$ cat src/rtl/pwrdn_seq_pkg.sv
// Shared definitions for the master power-down sequencer: FSM encodings,
// stage indices, default timing constants and a mask helper.
package pwrdn_seq_pkg;

   typedef enum logic [3:0] {
      ST_IDLE  = 4'h0,
      ST_WAIT  = 4'h2,
      ST_GAP   = 4'h4,
      ST_DONE  = 4'h8,
      ST_FAULT = 4'hF
   } pwrdn_state_t;

   localparam logic [1:0] STG_NODE = 2'd2;
   localparam logic [1:0] STG_DEV  = 2'd1;
   localparam logic [1:0] STG_FAN  = 2'd0;

   localparam logic [15:0] DEF_DISCHG_TMO_MS = 16'd100;
   localparam logic [15:0] DEF_GAP_MS        = 16'd10;
   localparam logic [15:0] CNT_MAX           = 16'hFFFF;

   localparam logic [2:0] ALLOW_ALL = 3'b111;

   // Returns the allow mask with one stage removed.
   function automatic logic [2:0] clr_stage(input logic [2:0] mask, input logic [1:0] stg);
      logic [2:0] m;
      m      = mask;
      m[stg] = 1'b0;
      return m;
   endfunction

endpackage

$ cat src/rtl/pwrdn_tick_cnt.sv
// Saturating 16-bit millisecond counter shared by the discharge-wait and
// inter-stage gap phases; o_hit flags the tick that brings it to i_cmp.
module pwrdn_tick_cnt
   import pwrdn_seq_pkg::*;
(
   input  logic        i_clk,
   input  logic        i_rst,
   input  logic        i_clr,
   input  logic        i_en,
   input  logic        i_tick,
   input  logic [15:0] i_cmp,
   output logic        o_hit
);

   logic [15:0] r_cnt;
   logic [15:0] w_cnt_inc;

   assign w_cnt_inc = (r_cnt == CNT_MAX) ? CNT_MAX : r_cnt + 16'd1;

   always_ff @(posedge i_clk or posedge i_rst) begin
      if (i_rst) begin
         r_cnt <= '0;
      end else if (i_clr) begin
         r_cnt <= '0;
      end else if (i_en && i_tick) begin
         r_cnt <= w_cnt_inc;
      end
   end

   // Looks at the incremented value so the limit acts on the counted tick itself.
   assign o_hit = i_en & i_tick & (w_cnt_inc == i_cmp);

endmodule

$ cat src/rtl/mstr_pwrdn_seq.sv
// Master power-down sequencer: drops node, device, then fan allows in turn,
// waiting for each power-good to fall. Build option PWRDN_FAULT_ALL_OFF_EN.
module mstr_pwrdn_seq
   import pwrdn_seq_pkg::*;
#(
   parameter logic [15:0] DISCHG_TMO_MS = DEF_DISCHG_TMO_MS,
   parameter logic [15:0] GAP_MS        = DEF_GAP_MS
) (
   input  logic       iClk,
   input  logic       iRst,
   input  logic       iTick_1ms,
   input  logic       iOff_Req,
   input  logic       iFull_Off_Req,
   input  logic [2:0] iPWRGD,
   output logic [2:0] oRail_Allow,
   output logic       oDone,
   output logic       oFault,
   output logic [1:0] oFault_Stage,
   output logic [3:0] oState
);

   pwrdn_state_t r_state;
   pwrdn_state_t w_state_next;
   logic [1:0]   r_cur;
   logic [1:0]   w_cur_next;
   logic [1:0]   r_tgt;
   logic [1:0]   w_tgt_next;
   logic [1:0]   r_fault_stg;
   logic [1:0]   w_fault_stg_next;
   logic [2:0]   r_allow;
   logic [2:0]   w_allow_next;
   logic         r_full_q;

   logic         w_full_rise;
   logic [1:0]   w_tgt_eff;
   logic [1:0]   w_cur_dec;
   logic         w_cnt_clr;
   logic         w_cnt_en;
   logic         w_cnt_hit;
   logic [15:0]  w_cnt_cmp;

   assign w_full_rise = iFull_Off_Req & ~r_full_q;
   // Escalation must count on the edge it arrives, even if that edge ends a stage.
   assign w_tgt_eff   = w_full_rise ? STG_FAN : r_tgt;
   assign w_cur_dec   = r_cur - 2'd1;
   assign w_cnt_en    = (r_state == ST_WAIT) || (r_state == ST_GAP);
   assign w_cnt_cmp   = (r_state == ST_GAP) ? GAP_MS : DISCHG_TMO_MS;

   pwrdn_tick_cnt u_tick_cnt (
      .i_clk  (iClk),
      .i_rst  (iRst),
      .i_clr  (w_cnt_clr),
      .i_en   (w_cnt_en),
      .i_tick (iTick_1ms),
      .i_cmp  (w_cnt_cmp),
      .o_hit  (w_cnt_hit)
   );

   always_ff @(posedge iClk or posedge iRst) begin
      if (iRst) begin
         r_state     <= ST_IDLE;
         r_cur       <= STG_NODE;
         r_tgt       <= STG_DEV;
         r_fault_stg <= 2'd0;
         r_allow     <= ALLOW_ALL;
         r_full_q    <= 1'b0;
      end else begin
         r_state     <= w_state_next;
         r_cur       <= w_cur_next;
         r_tgt       <= w_tgt_next;
         r_fault_stg <= w_fault_stg_next;
         r_allow     <= w_allow_next;
         r_full_q    <= iFull_Off_Req;
      end
   end

   always_comb begin
      w_state_next     = r_state;
      w_cur_next       = r_cur;
      w_tgt_next       = r_tgt;
      w_fault_stg_next = r_fault_stg;
      w_allow_next     = r_allow;
      w_cnt_clr        = 1'b0;

      case (r_state)
         ST_IDLE: begin
            if (iOff_Req || iFull_Off_Req) begin
               w_cur_next   = STG_NODE;
               w_tgt_next   = iFull_Off_Req ? STG_FAN : STG_DEV;
               w_allow_next = clr_stage(r_allow, STG_NODE);
               w_cnt_clr    = 1'b1;
               w_state_next = ST_WAIT;
            end
         end

         ST_WAIT: begin
            w_tgt_next = w_tgt_eff;
            // A power-good fall outranks a coincident timeout tick.
            if (!iPWRGD[r_cur]) begin
               if (r_cur == w_tgt_eff) begin
                  w_state_next = ST_DONE;
               end else begin
                  w_cnt_clr    = 1'b1;
                  w_state_next = ST_GAP;
               end
            end else if (w_cnt_hit) begin
               w_fault_stg_next = r_cur;
               w_state_next     = ST_FAULT;
`ifdef PWRDN_FAULT_ALL_OFF_EN
               w_allow_next     = 3'b000;
`endif
            end
         end

         ST_GAP: begin
            w_tgt_next = w_tgt_eff;
            if (w_cnt_hit) begin
               w_cur_next   = w_cur_dec;
               w_allow_next = clr_stage(r_allow, w_cur_dec);
               w_cnt_clr    = 1'b1;
               w_state_next = ST_WAIT;
            end
         end

         ST_DONE: begin
            if (!iOff_Req && !iFull_Off_Req) begin
               w_allow_next = ALLOW_ALL;
               w_state_next = ST_IDLE;
            end else if (iFull_Off_Req && (r_tgt == STG_DEV)) begin
               w_tgt_next   = STG_FAN;
               w_cur_next   = STG_FAN;
               w_allow_next = clr_stage(r_allow, STG_FAN);
               w_cnt_clr    = 1'b1;
               w_state_next = ST_WAIT;
            end
         end

         ST_FAULT: begin
            w_state_next = ST_FAULT;
         end

         default: begin
            w_allow_next = ALLOW_ALL;
            w_state_next = ST_IDLE;
         end
      endcase
   end

   assign oRail_Allow  = r_allow;
   assign oDone        = (r_state == ST_DONE);
   assign oFault       = (r_state == ST_FAULT);
   assign oFault_Stage = r_fault_stg;
   assign oState       = r_state;

endmodule

$ cat config.mk
export PLATFORM = sky130hd
export DESIGN_NAME = mstr_pwrdn_seq
export DESIGN_NICKNAME = d
export VERILOG_FILES = /design/src/rtl/pwrdn_seq_pkg.sv /design/src/rtl/pwrdn_tick_cnt.sv /design/src/rtl/mstr_pwrdn_seq.sv
export SDC_FILE = /design/constraint.sdc
export NUM_CORES = 1
export LEC_CHECK = 0
export BUFFER_PORTS_ARGS = -buffer_cell sky130_fd_sc_hd__buf_4
export CELL_PAD_IN_SITES_DETAIL_PLACEMENT = 1
export CELL_PAD_IN_SITES_GLOBAL_PLACEMENT = 1
export CORE_ASPECT_RATIO = 0.7
export CORE_UTILIZATION = 46
export CTS_CLUSTER_DIAMETER = 100
export DETAILED_ROUTE_END_ITERATION = 8
export HOLD_SLACK_MARGIN = 0.03
export PLACE_DENSITY = 0.79
export RECOVER_POWER = 100
export SLEW_MARGIN = 20
export SYNTH_ARGS = -nofsm -noshare
export SYNTH_HDL_FRONTEND = slang
export SYNTH_HIERARCHICAL = 1
export SYNTH_SLANG_ARGS = --single-unit
$ cat constraint.sdc
create_clock -name iClk -period 5.2 [get_ports iClk]
set_input_delay 0 -clock iClk [delete_from_list [all_inputs] [get_ports iClk]]
set_output_delay 0 -clock iClk [all_outputs]
set_load 0.01 [all_outputs]
# ---- Yosys cells after proc, flatten, opt, wreduce, memory -nomap -nowiden
# Index checks and enable logic that the tools add are counted.
dict set report op_classes {
  multipliers 0
  n_addsub 2
  div 0
  n_eq_ne 15
  n_reduce_logical 21
  muxes 37
  bitwise 8
  magnitude_cmp 3
  n_shift 0
}
# cell count
set ops {}
lappend ops {{two-way mux 16 bit} 3}
lappend ops {{two-way mux 4 bit} 7}
lappend ops {{one-hot mux 4 bit (5 select lines)} 1}
lappend ops {{AND reduction 4 bit} 5}
lappend ops {{adder 16 x 1 -> 16 bit, second input constant} 1}
lappend ops {{== test 16 bit, second input constant} 1}
lappend ops {{== test 16 x 7 -> 1 bit} 1}
lappend ops {{two-way mux 2 bit} 6}
lappend ops {{one-hot mux 2 bit (3 select lines)} 2}
lappend ops {{one-hot mux 3 bit (4 select lines)} 1}
lappend ops {{two-way mux 1 bit} 10}
lappend ops {{two-way mux 3 bit} 3}
lappend ops {{== test 4 bit, second input constant} 2}
lappend ops {{two-way mux 7 bit} 1}
lappend ops {{< comparator 2 x 3 -> 1 bit, second input constant} 2}
lappend ops {{!= test 2 x 1 -> 1 bit, second input constant} 3}
lappend ops {{nonzero test 3 bit} 2}
lappend ops {{AND reduction 5 bit} 1}
lappend ops {{== test 4 x 2 -> 1 bit, second input constant} 1}
lappend ops {{== test 4 x 3 -> 1 bit, second input constant} 1}
lappend ops {{logical AND 1 bit} 4}
lappend ops {{zero test 4 bit} 1}
lappend ops {{!= test 2 bit, second input constant} 2}
lappend ops {{one-hot mux 1 bit (4 select lines)} 1}
lappend ops {{17 further kinds} 24}
dict set report word_totals {
  latchBits 0
  input_bits 8
  n_memories 0
  out_inout_bits 11
  wordCells 95
  ff_bits 30
  romBits 0
  mem_bits_rw 0
}

# ---- Depth between registers and ports, before layout
# Gate-level depths: netlist of run 1.
dict set report depth {
  ltp_word 9
  ltp_mapped 18
  ltp_nobuf 14
}

# ---- Hierarchy
# The synthesis of run 1 kept the hierarchy.
# module cells_per_inst n_inst seq_area_each_um2 area_per_inst_um2
set by_module_without_submodules {}
lappend by_module_without_submodules {pwrdn_tick_cnt 168 1 400.4 1413.9}
lappend by_module_without_submodules {mstr_pwrdn_seq 107 1 356.6 983.4}

# ---- Least setup slack after synthesis of run 1
# No wires, ideal clock.
dict set report synth_path {
  path_type {flip-flop to flip-flop}
  startpoint {register r_state[3], in the netlist oState[3]}
  endpoint {register u_tick_cnt.r_cnt[13]}
  synth_period_minus_slack_ns 4.119
  path_slack_ns 1.081
  n_path_buf 5
  t_required_ns 5.064
  setup_ns 0.136
  arrival_ns 3.983
  path_stages_with_launch 19
  path_cell_list {dfrtp_1 buf_6 or4b_1 clkbuf_1 inv_1 o221ai_1 nor3_1 o2111ai_1 a2111oi_0 or4b_1 a221oi_2 clkbuf_1 nand2_1 o21ai_0 o211ai_1 o21ai_0 buf_1 clkbuf_1 nor3_1}
}
dict set report synth_between {
  elab_chain_cells 7
  elab_cells_between_ends 14
  classes_between {eq/ne: 4; mux: 4; bitwise: 2; reduce/logical: 4}
}
# element line_no
set synth_lines {}
lappend synth_lines {{start: declaration} mstr_pwrdn_seq.sv:22} ;# pwrdn_state_t r_state;
lappend synth_lines {{start signal: assignment} mstr_pwrdn_seq.sv:68} ;# r_state <= w_state_next;
lappend synth_lines {{== test 4 x 3 -> 1 bit (*)} mstr_pwrdn_seq.sv:47} ;# assign w_cnt_cmp = (r_state == ST_GAP) ? GAP_MS : DISCHG_TMO_MS;
lappend synth_lines {{two-way mux 7 bit (*)} mstr_pwrdn_seq.sv:47}
lappend synth_lines {{via w_cnt_cmp[2]} mstr_pwrdn_seq.sv:40} ;# logic [15:0] w_cnt_cmp;
lappend synth_lines {{== test 16 x 7 -> 1 bit (*)} pwrdn_tick_cnt.sv:31} ;# assign o_hit = i_en & i_tick & (w_cnt_inc == i_cmp);
lappend synth_lines {{AND 1 bit (*)} pwrdn_tick_cnt.sv:31}
lappend synth_lines {{via w_cnt_hit} mstr_pwrdn_seq.sv:39} ;# logic w_cnt_hit;
lappend synth_lines {{two-way mux 1 bit (*)} mstr_pwrdn_seq.sv:117} ;# if (w_cnt_hit) begin
lappend synth_lines {{one-hot mux 1 bit (4 select lines) (*)} mstr_pwrdn_seq.sv:85} ;# case (r_state)
lappend synth_lines {{via w_cnt_clr} mstr_pwrdn_seq.sv:37} ;# logic w_cnt_clr;
lappend synth_lines {{two-way mux 16 bit or nonzero test 2 bit (tied branches)} n/a}
lappend synth_lines {{end signal: assignment} pwrdn_tick_cnt.sv:26} ;# r_cnt <= w_cnt_inc;
lappend synth_lines {{end: declaration} pwrdn_tick_cnt.sv:15} ;# logic [15:0] r_cnt;
# Mark *: on every way through the listed nets, which the timed path passes. The rest lies on a longest branch.
# A chain may end at the register's enable or synchronous reset.

# ---- Worst setup path after layout of run 1
dict set report layout_path {
  startpoint {register r_state[2], in the netlist oState[2]}
  endpoint {register u_tick_cnt.r_cnt[3]}
}
dict set report layout_between {
  elab_chain_cells 7
  elab_cells_between_ends 14
  classes_between {eq/ne: 4; mux: 4; bitwise: 2; reduce/logical: 4}
}
# element line_no
set layout_lines {}
lappend layout_lines {{== test 4 x 2 -> 1 bit or == test 4 x 3 -> 1 bit (tied branches)} mstr_pwrdn_seq.sv:46} ;# assign w_cnt_en = (r_state == ST_WAIT) || (r_state == ST_GAP);
lappend layout_lines {{logical OR 1 bit (*)} mstr_pwrdn_seq.sv:46}
lappend layout_lines {{via w_cnt_en} mstr_pwrdn_seq.sv:38} ;# logic w_cnt_en;
lappend layout_lines {{AND 1 bit (*) (2 in series)} pwrdn_tick_cnt.sv:31}
lappend layout_lines {{via w_cnt_hit} mstr_pwrdn_seq.sv:39}
lappend layout_lines {{two-way mux 1 bit (*)} mstr_pwrdn_seq.sv:117}
lappend layout_lines {{one-hot mux 1 bit (4 select lines) (*)} mstr_pwrdn_seq.sv:85}
lappend layout_lines {{via w_cnt_clr} mstr_pwrdn_seq.sv:37}
lappend layout_lines {{two-way mux 16 bit or nonzero test 2 bit (tied branches)} n/a}
# Marked as above.

==> impl.org, run 1 <==
** Clocking
- Clock tree root driver cell :: clkbuf_8
- The clock reaches the later pin of the worst-skew pair after 280 ps.
- Worst-path clk slew :: 70 ps
- For this design, the CTS-stage hold fixing added 3 buffers.
- Post-CTS timing repair inserted 0 buffers for setup.
- Number of buffers created by CTS :: 5
- Gates resized, CTS repair :: 0
- Clock tree from TritonCTS :: built
- The clock tree synthesis step divided the H-tree into 2 levels.
- The clock net in this run drives a total of 30 sinks.
- Deepest clock path buffer count :: 2

** Place
- Post-DP Area :: 0.002635 mm²
- Once placement completed, the tool counted placed cells totaling 374.
- Detailed-placement wirelength estimate :: 5271 µm
- Port buffer count :: 18
- Routability-driven placement finished with a final weighted congestion of 0.8749.

** Floorplanning
- Io pins :: 19
- In this run the core area contains 21 standard-cell rows.
- The die covers 0.005509 mm².
- Height of the chip :: 62.40 µm
- The core region is 0.004887 mm².
- The initial utilization of the core area, before any placement, comes to 0.4905.
- Horizontal extent of the die :: 88.29 µm

** Power and ir drop
- In this run the power density over the cells is 353.9 mW/mm².
- Of the total power, the share spent switching nets is 0.4416.
- Sequential power share :: 0.376
- Of the total power, the clock network draws 0.192.
- IR analysis of the VDD net gives a maximum drop of 0.0002439 V.
- For this design the total switching power over the nets is 0.0004214 W.
- Pleak :: 1.141 nW
- Of the total power, combinational logic draws 0.432.
- Overall power consumption after layout is estimated at 0.0009544 W.
- Internal power of the cells :: 0.0005329 W

** Critical path
- Worst reg2reg path startpoint :: oState[2]
- Slowest stage cell on the critical path :: dfrtp_1
- STA classifies the critical path startpoint as a flop.
- STA puts the critical path data required time at 5330 ps.
- Stage delay of the slowest cell on the critical path :: 710 ps
- The worst register-to-register path ends at u_tick_cnt/r_cnt[3].
- Max Fanout on Critical Path :: 20
- For the worst setup path, the data arrival time is 4660 ps.
- The critical path in this run is classified as flop to flop.
- Across all register-to-register paths, the minimum setup slack is 670 ps.
- Crit path cell chain :: xor2_1 -> and2_0 -> and2_0 -> o221ai_1 -> nor3_1 -> o2111ai_1 -> a2111oi_0 -> or4b_1 -> a221oi_2 -> buf_4 -> nand2_1 -> o21ai_0 -> o211ai_1 -> o21ai_0 -> buf_4 -> a311oi_1
- STA classifies the critical path endpoint as a flop.
- The worst register-to-register path has a depth of 16.

** Synth
- Of the post-synthesis cell area, the dominant cell type holds 0.2610.
- Among all flip-flop cells after synthesis, the most frequent one is dfrtp_1.
- Synthesized area per cell :: 8.717 µm²
- Cell type with the highest aggregate area in the netlist :: dfrtp_1
- The Yosys step of the flow raised 6 warnings.
- Cell types with the largest area share after synthesis :: dfrtp_1 (26%), dfstp_2 (5.5%), nor2_1 (5.2%)
- In this run, synthesis inferred 0 flip-flops with an integrated enable.
- Gate count after technology mapping :: 275
- By count the netlist is led by nor2_1 (33), dfrtp_1 (25), nand2_1 (23).
- By instance count, the leading cell after synthesis is nor2_1.
- Sequential fraction of the synthesis area :: 0.3158
- The cell area that synthesis handed to floorplanning was 0.002397 mm².
- Share of flip-flops with an asynchronous set or reset :: 1.000
- Post-synth cell types :: 70
- Total of flip-flops plus latches after synthesis :: 30

** Global routing
- The initial antenna violation count is 0.
- Remaining Overflow, GRT :: 0
- First-pass GRT wire length :: 11500 µm
- GR Util All Layers :: 0.2776
- Largest net degree at the start of global routing :: 21
- Vias in the first global route :: 2110

** Final layout
- The final layout contains 327 nets.
- Number of cells in the finished layout apart from fillers :: 385
- Final std cell area, no fill :: 0.002696 mm²
- Total inserted antenna cells :: 0
- In the final layout, the share of cells above drive strength 1 is 0.1234.
- Compared with the post-synthesis result, the final layout area differs by 12.47%.

** STA
- Based on the critical path, the design can be clocked at up to 0.2207 GHz.
- Final Hold Slack :: 102.5 ps
- Final Setup Violations :: 0
- Setup TNS :: 0 ps
- Tcrit/Tclk final :: 0.8712
- Final max-slew violation count :: 0
- Post-layout min period :: 4530 ps
- Setup repair after global routing left no endpoint under its margin.
- The hold violation count in the final report was 0.
- Clock skew after layout :: 8.402 ps
- Headroom to the max-slew limit came out at 0.5251.
- For the pin with the worst max-slew slack, the measured transition is 709.7 ps.

** Detailed routing
- Summing over every cut layer, the via total after detailed routing is 2240.
- Wires add up to 6924 µm.
- Residual antenna-violating net count after detailed routing :: 0
- The first detailed-routing pass ran for 4 iterations.
- Using the TritonRoute via totals, the vias-per-cell ratio works out to 5.818.
- After detailed routing, the average wire length per cell comes to 17.98 µm.
- Violation count after the first detailed-routing iteration :: 181
- DRC violations left :: 0

** Min path
- The path with the worst hold slack has its endpoint at r_tgt[0].
- The worst hold path passes through 3 cells.
- Worst Min Path Start :: iOff_Req
- Path class of the lowest-slack min-delay path :: input pin to flop

** Run
- Maximum capacitance violations :: 0

** Status
- The run finished with clean final reports.
[state kept, by name, indices dropped and copies added, names as in the netlist]
| name | flops |
|---|---|
| oFault_Stage | 2 |
| r_full_q | 1 |
| oRail_Allow | 3 |
| u_tick_cnt/r_cnt | 16 |
| oState | 4 |
| r_cur | 2 |
| r_tgt | 2 |
[worst max path at each step]
stage | start | endpoint | slack, ps
2_1_floorplan | oState[3] | u_tick_cnt/r_cnt[13] | 1080
3_5_place_dp | oState[2] | u_tick_cnt/r_cnt[5] | 880
4_1_cts | oState[2] | u_tick_cnt/r_cnt[5] | 880
6_report | oState[2] | u_tick_cnt/r_cnt[3] | 670
5_1_grt | oState[2] | u_tick_cnt/r_cnt[5] | 300
3_3_place_gp | oState[2] | u_tick_cnt/r_cnt[6] | 1010
[per-layer routing]
layer | up-vias | global-route usage | share of wire
li1 | 1069 | - | -
met1 | 1091 | 0.4865 | 0.52
met2 | 71 | 0.3471 | 0.39
met3 | 9 | 0.04095 | 0.076
met4 | 0 | 0.05040 | 0.0087
met5 | - | 0 | 0
[power by group through the flow]
stage,Combinational [W],Clock [W],Sequential [W]
after floorplan,0.000329,0,0.000328
after global placement,0.000420,0,0.000361
after detailed placement,0.000421,0,0.000363
after CTS,0.000425,0.000186,0.000359
after global routing,0.000454,0.000197,0.000368
final,0.000412,0.000183,0.000359
[final cells by class]
type / instances / area [µm²]
clock inverters: 2 / 10.01
flip-flops and latches: 30 / 757.0
multi-input cells: 243 / 1579
clock buffers: 6 / 72.57
inverters: 12 / 45.04
well taps: 69 / 86.33
repair buffers: 23 / 146.4
fillers: 625 / 2191
[placed cells by master (no fill, tap or decap), types with 9 or more instances in the layout]
cell / count
dfrtp_1: 25
nand2_1: 23
conb_1: 28
clkbuf_1: 10
a21oi_1: 13
a311oi_1: 9
xnor2_1: 10
inv_1: 12
buf_4: 10
nand3_1: 11
nor2_1: 33
[logic make-up (layout without fill, tap and decap cells)]
family / after synthesis / in the layout / share of synthesized area
simple gates: 112 / 112 / 0.2724
compound gates: 75 / 75 / 0.2338
mux: 8 / 8 / 0.03653
xor+xnor: 16 / 16 / 0.05845
flops: 30 / 30 / 0.3158
buf+inv: 29 / 43 / 0.06054
fa+ha+maj: 4 / 4 / 0.02088
other cells: 1 / 28 / 0.001564
[worst max-delay path: cells and delay by family, from the launching register on]
kind                   cells  cell delay, ps
AO/OA/AOI/OAI              8            1390
XOR/XNOR                   1             230
buffers and inverters      2             450
flip-flops                 1             710
AND/OR/NAND/NOR            5            1570
[through the flow]
step / setup WS (ps) / utilization
after floorplan: 1081 / -
after global placement: 1012 / 0.5392
after detailed placement: 878.1 / 0.5392
after CTS: 876.8 / 0.5622
after global routing: 301.1 / 0.5517
final: 669.7 / 0.5517
Note: power is estimated with default switching activity, not from simulation.
==> run 2, diff against run 1 <==
--- a/config.mk
+++ b/config.mk
@@ -6,14 +6,12 @@
 export NUM_CORES = 1
 export LEC_CHECK = 0
 export BUFFER_PORTS_ARGS = -buffer_cell sky130_fd_sc_hd__buf_4
-export CELL_PAD_IN_SITES_DETAIL_PLACEMENT = 1
-export CELL_PAD_IN_SITES_GLOBAL_PLACEMENT = 1
 export CORE_ASPECT_RATIO = 0.7
-export CORE_UTILIZATION = 46
+export CORE_UTILIZATION = 50
 export CTS_CLUSTER_DIAMETER = 100
 export DETAILED_ROUTE_END_ITERATION = 8
 export HOLD_SLACK_MARGIN = 0.03
-export PLACE_DENSITY = 0.79
+export PLACE_DENSITY = 0.67
 export RECOVER_POWER = 100
 export SLEW_MARGIN = 20
 export SYNTH_ARGS = -nofsm -noshare
==> run 2 against run 1 <==
Clock power is 32% higher. Cell area up 0.23%. Setup slack worse by 140 ps. Critical path depth is 1 lower. Combinational power fell by 2%. Routed wire length shrank 13%. Largest cell class unchanged. Largest power group unchanged.
==> impl.org, run 2 (synthesized netlist as in run 1, its figures left out) <==
** Final layout
- The area growth from synthesis to layout is 12.73%.
- The number of diodes added for antenna fixing is 0 (unchanged).
- Final core utilization :: 0.6034 (+0.05164)
- The number of fill cells is 398 (-36%).
- The area used by multi-input combinational logic is 0.001573 mm² (-0.40%).
- Ranked by flip-flop count, first place goes to u_tick_cnt/r_cnt.
- The share of layout cells above drive strength 1 was 0.1238 (+0.0003918).
- Max reg flops :: 16 (unchanged)
- The layout net count was 327 (unchanged).
- Most common cell after layout, fill and taps aside :: nor2_1
- Sequential standard cell area :: 757.0 µm² (unchanged)
- Most frequent cells in the layout :: nor2_1 (33), conb_1 (28), dfrtp_1 (25)

** Power and ir drop
- Pleak :: 1.154 nW (+1.1%)
- The cell area power density is 369.9 mW/mm² (+4.5%).
- The worst IR drop on VDD was 0.0001998 V (-18%).

** Critical path
- The maximum fanout encountered on the critical timing path came to 20 (unchanged).
- The worst setup path is captured at a flop.
- Type of element launching the critical path :: flop
- Worst setup path class :: flop to flop
- The endpoint required time on the critical path is 5320 ps (about the same).
- The setup slack of the most critical reg-to-reg path is 530 ps (-140 ps).
- CP arrival :: 4790 ps (+130 ps)

** Floorplanning
- The top-level port count came to 19 (unchanged).
- Effective utilization at floorplan :: 0.5352 (+0.04467)
- Standard-cell rows :: 20 (-4.8%)
- Height of the chip :: 59.94 µm (-4.0%)
- The placeable core region came to 0.004479 mm² (-8.3%).
- The die area came to 0.005080 mm² (-7.8%).
- The width of the die came to 84.76 µm (-4.0%).

** Detailed routing
- Routed signal wires occupy layers up through met4.
- DRC violations left :: 0 (unchanged)
- Met1 routed wirelength after detailed routing :: 3101 µm (-14%)
- The overall via count from detail_route is 2181 (-2.6%).
- The number of DRC markers in iteration 0 was 307 (+70%).
- Routed length on met2 :: 2279 µm (-16%)
- The number of vias per cell is 5.895 (+1.3%).
- Met3 Routed Length :: 580 µm (+9.8%)
- The post-route antenna net violation count was 0 (unchanged).
- First-pass detailed-route iteration total :: 5 (+1)
- The aggregate routed wire length came to 6041 µm (-13%).
- Post-detailed-route wirelength per cell :: 16.33 µm (-9.2%)

** STA
- Tcrit/Tclk final :: 0.8981 (+0.02690)
- The maximum clock frequency is 0.2141 GHz (-3.0%).
- Post-layout min period :: 4670 ps (+139.9 ps)
- Headroom to the max-slew limit :: 0.2988 (-0.2263)
- The clock skew is 10.49 ps (+2.088 ps).
- Final max-slew violation count :: 0 (unchanged)
- Slew @ Worst Pin :: 1041 ps (+331.1 ps)
- Total count of hold-check failures in the final report :: 0 (unchanged)
- Final Setup Violations :: 0 (unchanged)
- Setup TNS :: 0 ps (unchanged)
- Setup repair after global routing left no endpoint under its margin.

** Global routing
- The number of global-route vias before repair is 1893 (-10%).
- The combined global-route utilization of all metal layers came to 0.2607 (-0.01689).
- First-pass GRT wire length :: 9908 µm (-14%)
- The initial antenna violation count is 0 (unchanged).
- Remaining Overflow, GRT :: 0 (unchanged)
- The maximum number of pins on one net before global-route repair came to 21 (unchanged).

** Place
- Weighted congestion at the end of routability-driven global placement :: 0.9806 (+12%)
- Detailed-placement wirelength estimate :: 4491 µm (-15%)
- Port buffer count :: 18 (unchanged)

** Status
- Result of the run :: finished, final reports clean

** Clocking
- Clock tree from TritonCTS :: built
- Worst-path clk slew :: 70 ps (about the same)
- Deepest clock path buffer count :: 2 (unchanged)
- Clock tree root driver cell :: clkbuf_8
- The clock network latency to the later pin of the worst-skew pair is 280 ps (about the same).
- The TritonCTS buffer count came to 5 (unchanged).
- Clock Sinks :: 30 (unchanged)
- H-Tree Level Count :: 2 (unchanged)
- Gates resized, CTS repair :: 0 (unchanged)

** Run
- The number of maximum-capacitance constraint violations was 0 (unchanged).

** Min path
- The path class of the tightest hold or removal check is input pin to flop.
[run 2: changes by cell type in the layout (fill, tap and decap cells not counted)]
cell	delta
a221oi_1	+1
and2_1	+2
clkbuf_1	-1
a221oi_2	-1
mux2_1	-1
mux2_2	+1
clkinv_2	-2
and2_0	-2
bufinv_16	+1
clkbuf_8	+1
[run 2: worst max-delay path: stages (launching register included)]
cell and delay (ps):
dfrtp_1 700, or4b_1 710, inv_1 230, o221ai_1 160, nor3_1 170, o2111ai_1 120, a2111oi_0 390, or4b_1 460
a221oi_1 230, buf_4 210, nand2_1 70, o21ai_0 110, o211ai_1 150, o21ai_0 430, buf_4 300, a311oi_1 60
[run 2: where the power goes]
group / switching, W / internal (W) / leakage, nW / total [W]
Combinational: 0.000242 / 0.000162 / 0.703 / 0.000403
Sequential: 0.0000727 / 0.000282 / 0.394 / 0.000355
Clock: 0.0000883 / 0.000153 / 0.0573 / 0.000241
Total: 0.000403 / 0.000597 / 1.15 / 0.00100
[run 2: routing by layer]
metal	vias to the layer above	track usage
met5	-	0
met2	103	0.3124
met4	0	0.06538
met1	1001	0.4293
met3	9	0.07597
li1	1068	-
[run 2: final cells by class]
cell class | count | area share
Tap cell | 55 | 0.02546
Clock inverter | 1 | 0.01111
Clock buffer | 6 | 0.03056
Timing Repair Buffer | 23 | 0.05417
Multi-Input combinational cell | 243 | 0.5819
Sequential cell | 30 | 0.2801
Inverter | 12 | 0.01667
[run 2: final timing paths]
kind                           startpoint              endpoint  depth (start not counted)
max reg2reg                     oState[2]  u_tick_cnt/r_cnt[11]                         15
max in group asynchronous            iRst  u_tick_cnt/r_cnt[11]                          3
max                             oState[2]  u_tick_cnt/r_cnt[11]                         15
min in group asynchronous            iRst       oFault_Stage[0]                          3
min reg2reg                oRail_Allow[1]        oRail_Allow[1]                          2
min                              iOff_Req              r_tgt[0]                          3
[run 2: repair_timing]
item	4_1_cts	5_1_grt
buffers inserted	0	0
endpoints found under the hold margin	28	0
hold buffers	3	0
[run 2: per-stage QoR]
step                      instance area [µm²]  setup slack [ps]  power [W]  hold WS (ps)  std cells
after detailed placement                 2618             691.1  0.0007707         108.8        360
after global routing                     2703             225.9   0.001059         133.4        370
after CTS                                2760             677.2   0.001019         113.3        370
final                                    2703             529.8  0.0009997         115.2        370
after floorplan                          2499              1081  0.0006568        -114.4        302
after global placement                   2618             812.3  0.0007717         99.35        360
